## src/rtl/dual_slope_pkg.sv

```systemverilog
// Shared types and defaults for the dual-slope ADC counting stage.
package dual_slope_pkg;

  typedef enum logic [2:0] {
    IDLE,
    INTEGRATE,
    INT_DONE,
    DEINTEGRATE,
    DONE
  } ds_state_t;

  localparam int DS_WIDTH = 10;
  localparam int DS_N_INT = 512;

  // The integration window must be reachable by a WIDTH-bit counter.
  function automatic bit n_int_legal(input int width, input int n_int);
    return (n_int >= 1) && (longint'(n_int) <= ((longint'(1) << width) - 1));
  endfunction

endpackage

```

## src/rtl/ds_up_counter.sv

```systemverilog
// Saturating up-counter: clear beats load-1, load-1 beats enable; holds at all-ones.
module ds_up_counter #(
  parameter int WIDTH = 10
) (
  input  logic             clk,
  input  logic             reset_n,
  input  logic             clr,
  input  logic             load1,
  input  logic             en,
  output logic [WIDTH-1:0] count,
  output logic             at_max
);

  assign at_max = &count;

  always_ff @(posedge clk) begin
    if (!reset_n)             count <= '0;
    else if (clr)             count <= '0;
    else if (load1)           count <= WIDTH'(1);
    else if (en && !at_max)   count <= count + WIDTH'(1);
  end

endmodule

```

## src/rtl/dual_slope_counter.sv

```systemverilog
// Dual-slope ADC counting stage: fixed integrate window, then timed de-integration.
// Optional DUAL_SLOPE_OVERFLOW_EN ends a conversion with an overflow flag at full scale.
module dual_slope_counter
  import dual_slope_pkg::*;
#(
  parameter int WIDTH = DS_WIDTH,
  parameter int N_INT = DS_N_INT
) (
  input  logic             clk,
  input  logic             reset_n,
  input  logic             count_clear,
  input  logic             enable_counting,
  input  logic             ch_Vmeasured,
  input  logic             ch_Vref,
  input  logic             cap_discharged,
  output logic             finished_counting,
  output logic [WIDTH-1:0] result,
  output logic             result_valid,
  output logic             overflow
);

  if (!n_int_legal(WIDTH, N_INT)) begin : g_bad_n_int
    $error("dual_slope_counter: N_INT outside 1..2^WIDTH-1");
  end

  localparam logic [WIDTH-1:0] LAST = WIDTH'(N_INT - 1);

  ds_state_t        state;
  logic [WIDTH-1:0] count;
  logic             at_max;
  logic             start, int_last, phase_sw;
  logic             cnt_clr, cnt_load1, cnt_en;

  always_comb begin
    start     = (state == IDLE) && enable_counting && ch_Vmeasured;
    int_last  = (state == INTEGRATE) && enable_counting && (count == LAST);
    phase_sw  = (state == INT_DONE) && enable_counting && ch_Vref;
    // A one-cycle window finishes on the entry cycle itself, so clear instead of load.
    cnt_clr   = count_clear || int_last || phase_sw || (start && N_INT == 1);
    cnt_load1 = start;
    cnt_en    = ((state == INTEGRATE) && enable_counting) ||
                ((state == DEINTEGRATE) && enable_counting && !cap_discharged && !at_max);
  end

  ds_up_counter #(.WIDTH(WIDTH)) u_cnt (
    .clk    (clk),
    .reset_n(reset_n),
    .clr    (cnt_clr),
    .load1  (cnt_load1),
    .en     (cnt_en),
    .count  (count),
    .at_max (at_max)
  );

`ifdef DUAL_SLOPE_OVERFLOW_EN
  logic overflow_q;
  assign overflow = overflow_q;
`else
  assign overflow = 1'b0;
`endif

  always_ff @(posedge clk) begin
    if (!reset_n) begin
      state             <= IDLE;
      finished_counting <= 1'b0;
      result            <= '0;
      result_valid      <= 1'b0;
`ifdef DUAL_SLOPE_OVERFLOW_EN
      overflow_q        <= 1'b0;
`endif
    end else if (count_clear) begin
      state             <= IDLE;
      finished_counting <= 1'b0;
      result_valid      <= 1'b0;
    end else begin
      result_valid <= 1'b0;
      case (state)
        IDLE: if (start) begin
`ifdef DUAL_SLOPE_OVERFLOW_EN
          overflow_q <= 1'b0;
`endif
          if (N_INT == 1) begin
            finished_counting <= 1'b1;
            state             <= INT_DONE;
          end else begin
            state <= INTEGRATE;
          end
        end
        INTEGRATE: if (int_last) begin
          finished_counting <= 1'b1;
          state             <= INT_DONE;
        end
        INT_DONE: if (phase_sw) begin
          finished_counting <= 1'b0;
          state             <= DEINTEGRATE;
        end
        DEINTEGRATE: begin
          // Discharge takes precedence over reaching full scale.
          if (cap_discharged) begin
            result       <= count;
            result_valid <= 1'b1;
            state        <= DONE;
          end
`ifdef DUAL_SLOPE_OVERFLOW_EN
          else if (enable_counting && at_max) begin
            result       <= '1;
            overflow_q   <= 1'b1;
            result_valid <= 1'b1;
            state        <= DONE;
          end
`endif
        end
        DONE: ;
        default: state <= IDLE;
      endcase
    end
  end

endmodule

```

## config.mk

```make
export PLATFORM = sky130hd
export DESIGN_NAME = dual_slope_counter
export DESIGN_NICKNAME = d
export VERILOG_FILES = /design/src/rtl/dual_slope_pkg.sv /design/src/rtl/ds_up_counter.sv /design/src/rtl/dual_slope_counter.sv
export SDC_FILE = /design/constraint.sdc
export NUM_CORES = 1
export LEC_CHECK = 0
export ABC_AREA = 1
export CORE_MARGIN = 2
export CORE_UTILIZATION = 56
export DETAILED_ROUTE_END_ITERATION = 8
export GPL_ROUTABILITY_DRIVEN = 1
export PLACE_DENSITY = 0.82
export SLEW_MARGIN = 20
export SYNTH_ARGS = -nofsm -noshare
export SYNTH_HDL_FRONTEND = slang
export SYNTH_SLANG_ARGS = --single-unit
```

## constraint.sdc

```tcl
create_clock -name clk -period 2.7 [get_ports clk]
set_input_delay 0.54 -clock clk [delete_from_list [all_inputs] [get_ports clk]]
set_output_delay 0.54 -clock clk [all_outputs]
set_load 0.02 [all_outputs]
```

==> impl_results.md <==
- Synth top area share: 0.389
- First-pass GRT wire length: between 4000 and 5000 um
- Clock tree buffer depth: 2
- Setup TNS: 0 ps
- DR iter-0 viols: 29
- Worst Setup Start Kind: flip-flop
- Ports: 20
- CP max stage cell: clkdlybuf4s50_1
- Fill count: 185
- Post-CTS resize count: 0
- Hold Slack: around 480 ps
- Antenna Cells: 0
- Dpl hpwl: 2070 um
- Crit path cell chain: clkdlybuf4s50_1
- Cts-stage hold buffer count: 0
- # setup viols final: 0
- IO Port Bufs: 18
- Top Metal Used: met4
- Post-Syn Area: 1290 sq um
- DIE HEIGHT: about 52 um
- H-tree levels: 1
- Initial Utilization: 0.588
- Worst Hold Class: reg2reg
- Syn_nets: 187
- Initial antenna violation count: 0
- Vias in the first global route: 1033
- Top cells by area, synth: dfxtp_1 (39%), nand2_1 (13%), nor2_1 (6.7%)
- P per Cell Area: 391 nW/um^2
- Worst vdd ir: 0.000390 V
- CTS Buf Count: 3
- Crit path kind: reg2out
- Nets: 206
- M1 WL: between 1000 and 1500 um
- Final Hold Violating Endpoints: 0
- Register area share after synthesis: 0.389
- Count of pins over their slew limit: 0
- Delay-heaviest family, CP: buffers and inverters
- Leakage power: between 0.6 and 0.7 nW
- Number of setup buffers added after CTS: 0
- Largest net degree at the start of global routing: 17
- Grt total ovfl: 0
- Area delta synth->final: 16.4%
- Post-synth top area cell: dfxtp_1
- Die Width: 52.0 um
- Crit-path max FO: 2
- Tot Pwr: 0.586 mW
- CTS tree: built
- Synth Instances: 179
- Met2 wire length: approximately 1200 um
- WL final: 2710 um
- Overall routing resource usage: 0.222
- Final period utilization: 0.687
- Placed cells: 221
- Max cap viols: 0
- Post-synthesis register bit count: 25
- Sink Count: 25
- Area of the multi-input gates: 682 sq um
- Crit path largest cell delay: 620 ps
- Critical path capture point type: output port
- Placeable Area: between 2000 and 2500 sq um
- Reg clk slew, reported paths: 130 ps
- Distinct cells, synth: 25
- Crit path required time: 2160 ps
- Vias: 1181
- Routed len/inst: 12.0 um
- Unrepaired setup endpoints after global routing: false
- Pre-Repair DR Iteration Count: 4
- Fin cells: 225
- Number of remaining DRC errors: 0
- Final core utilization: 0.684
- Antenna-violating nets left: 0
- Later-pin clock latency in the skew report: 310 ps
- Die area: 2700 sq um
- WL met3: 89 um
- Layout cell share with drive strength beyond 1: 0.127
- Buf+Inv Stages, Crit Path: 1
- GPL Wtd Cong: 0.847
- Vias per cell: 5.25
- Yosys warnings: 0
- FF/Latch Area: 500 sq um
- Post-Syn Area per Cell: 7.19 sq um
- Clock Root Buffer: clkbuf_4
- # rows: 17
- CP Data Arrival Time: between 1000 and 1500 ps
- FMAX: 0.539 GHz
- Status: finished, final reports clean
- Fin crit period: 1860 ps
- Clk_skew: 4.01 ps
flip-flops by register name, indices dropped and copies added (netlist names):
name,cells
u_cnt.count,10
result_valid,1
finished_counting,1
state,3
result,10
Yosys cell counts:
master	number
nand3_2	1
nand4_1	4
nand2_2	5
nor2_1	23
ha_1	1
dfxtp_1	25
a21oi_1	10
inv_2	1
nand3b_4	1
buf_4	2
clkbuf_1	1
o21ai_1	1
nand3_1	9
nor2_4	2
a21oi_2	9
o21ai_0	11
nor2_2	2
nand2_1	43
conb_1	1
xnor2_1	1
xor2_1	4
inv_1	19
o21bai_2	1
nand3b_1	1
buf_6	1
per-stage QoR:
stage,worst slack [ps],cell area [sq um]
after floorplan,1290,1290
after global placement,676,1470
after detailed placement,623,1470
after CTS,847,1500
after global routing,806,1500
final,844,1500
per-layer routing:
metal | GRT usage | vias up
li1 | - | 603
met1 | 0.297 | 546
met2 | 0.346 | 28
met3 | 0.0345 | 4
met4 | 0.110 | 0
met5 | 0 | -
final timing paths:
kind	startpoint	to	slack, ps	cells after the start
setup / recovery	result[0]	result[0]	840	1
hold / removal	finished_counting	finished_counting	480	2
setup reg to reg	u_cnt.count[0]	u_cnt.count[9]	950	8
hold reg to reg	finished_counting	finished_counting	480	2
where the power goes:
part / switching [mW] / leakage (nW) / internal, mW / total (mW)
Combinational: 0.0293 / 0.387 / 0.0180 / 0.0473
Sequential: 0.00333 / 0.202 / 0.371 / 0.374
Clock: 0.107 / 0.0150 / 0.0578 / 0.164
cell usage in the layout, fill, tap and decap left out:
master,count
a21oi_1,10
a21oi_2,9
clkbuf_1,1
clkbuf_4,3
clkdlybuf4s50_1,18
conb_1,1
dfxtp_1,25
ha_1,1
inv_1,19
inv_2,1
nand2_1,43
nand2_2,5
nand3_1,9
nand3_2,1
nand3b_1,1
nand3b_4,1
nand4_1,4
nor2_1,23
nor2_2,2
nor2_4,2
o21ai_0,11
o21ai_1,1
o21bai_2,1
xnor2_1,1
xor2_1,4
kinds of logic after synthesis:
| logic type | count (synthesis) | share of synthesized area |
|---|---|---|
| AND/OR/NAND/NOR | 91 | 0.327 |
| AO/OA/AOI/OAI | 32 | 0.155 |
| flip-flops | 25 | 0.389 |
| buffers and inverters | 24 | 0.0816 |
| XOR/XNOR | 5 | 0.0340 |
| adder cells (fa/ha/maj) | 1 | 0.00972 |
| other | 1 | 0.00291 |
cell type report:
| cell class | instances | area share |
|---|---|---|
| multi-input combinational | 130 | 0.455 |
| sequential | 25 | 0.334 |
| timing repair buffer | 18 | 0.120 |
| inverter | 20 | 0.0501 |
| tap | 28 | 0.0234 |
| clock buffer | 4 | 0.0175 |
Power figures use the tool's default switching activity.
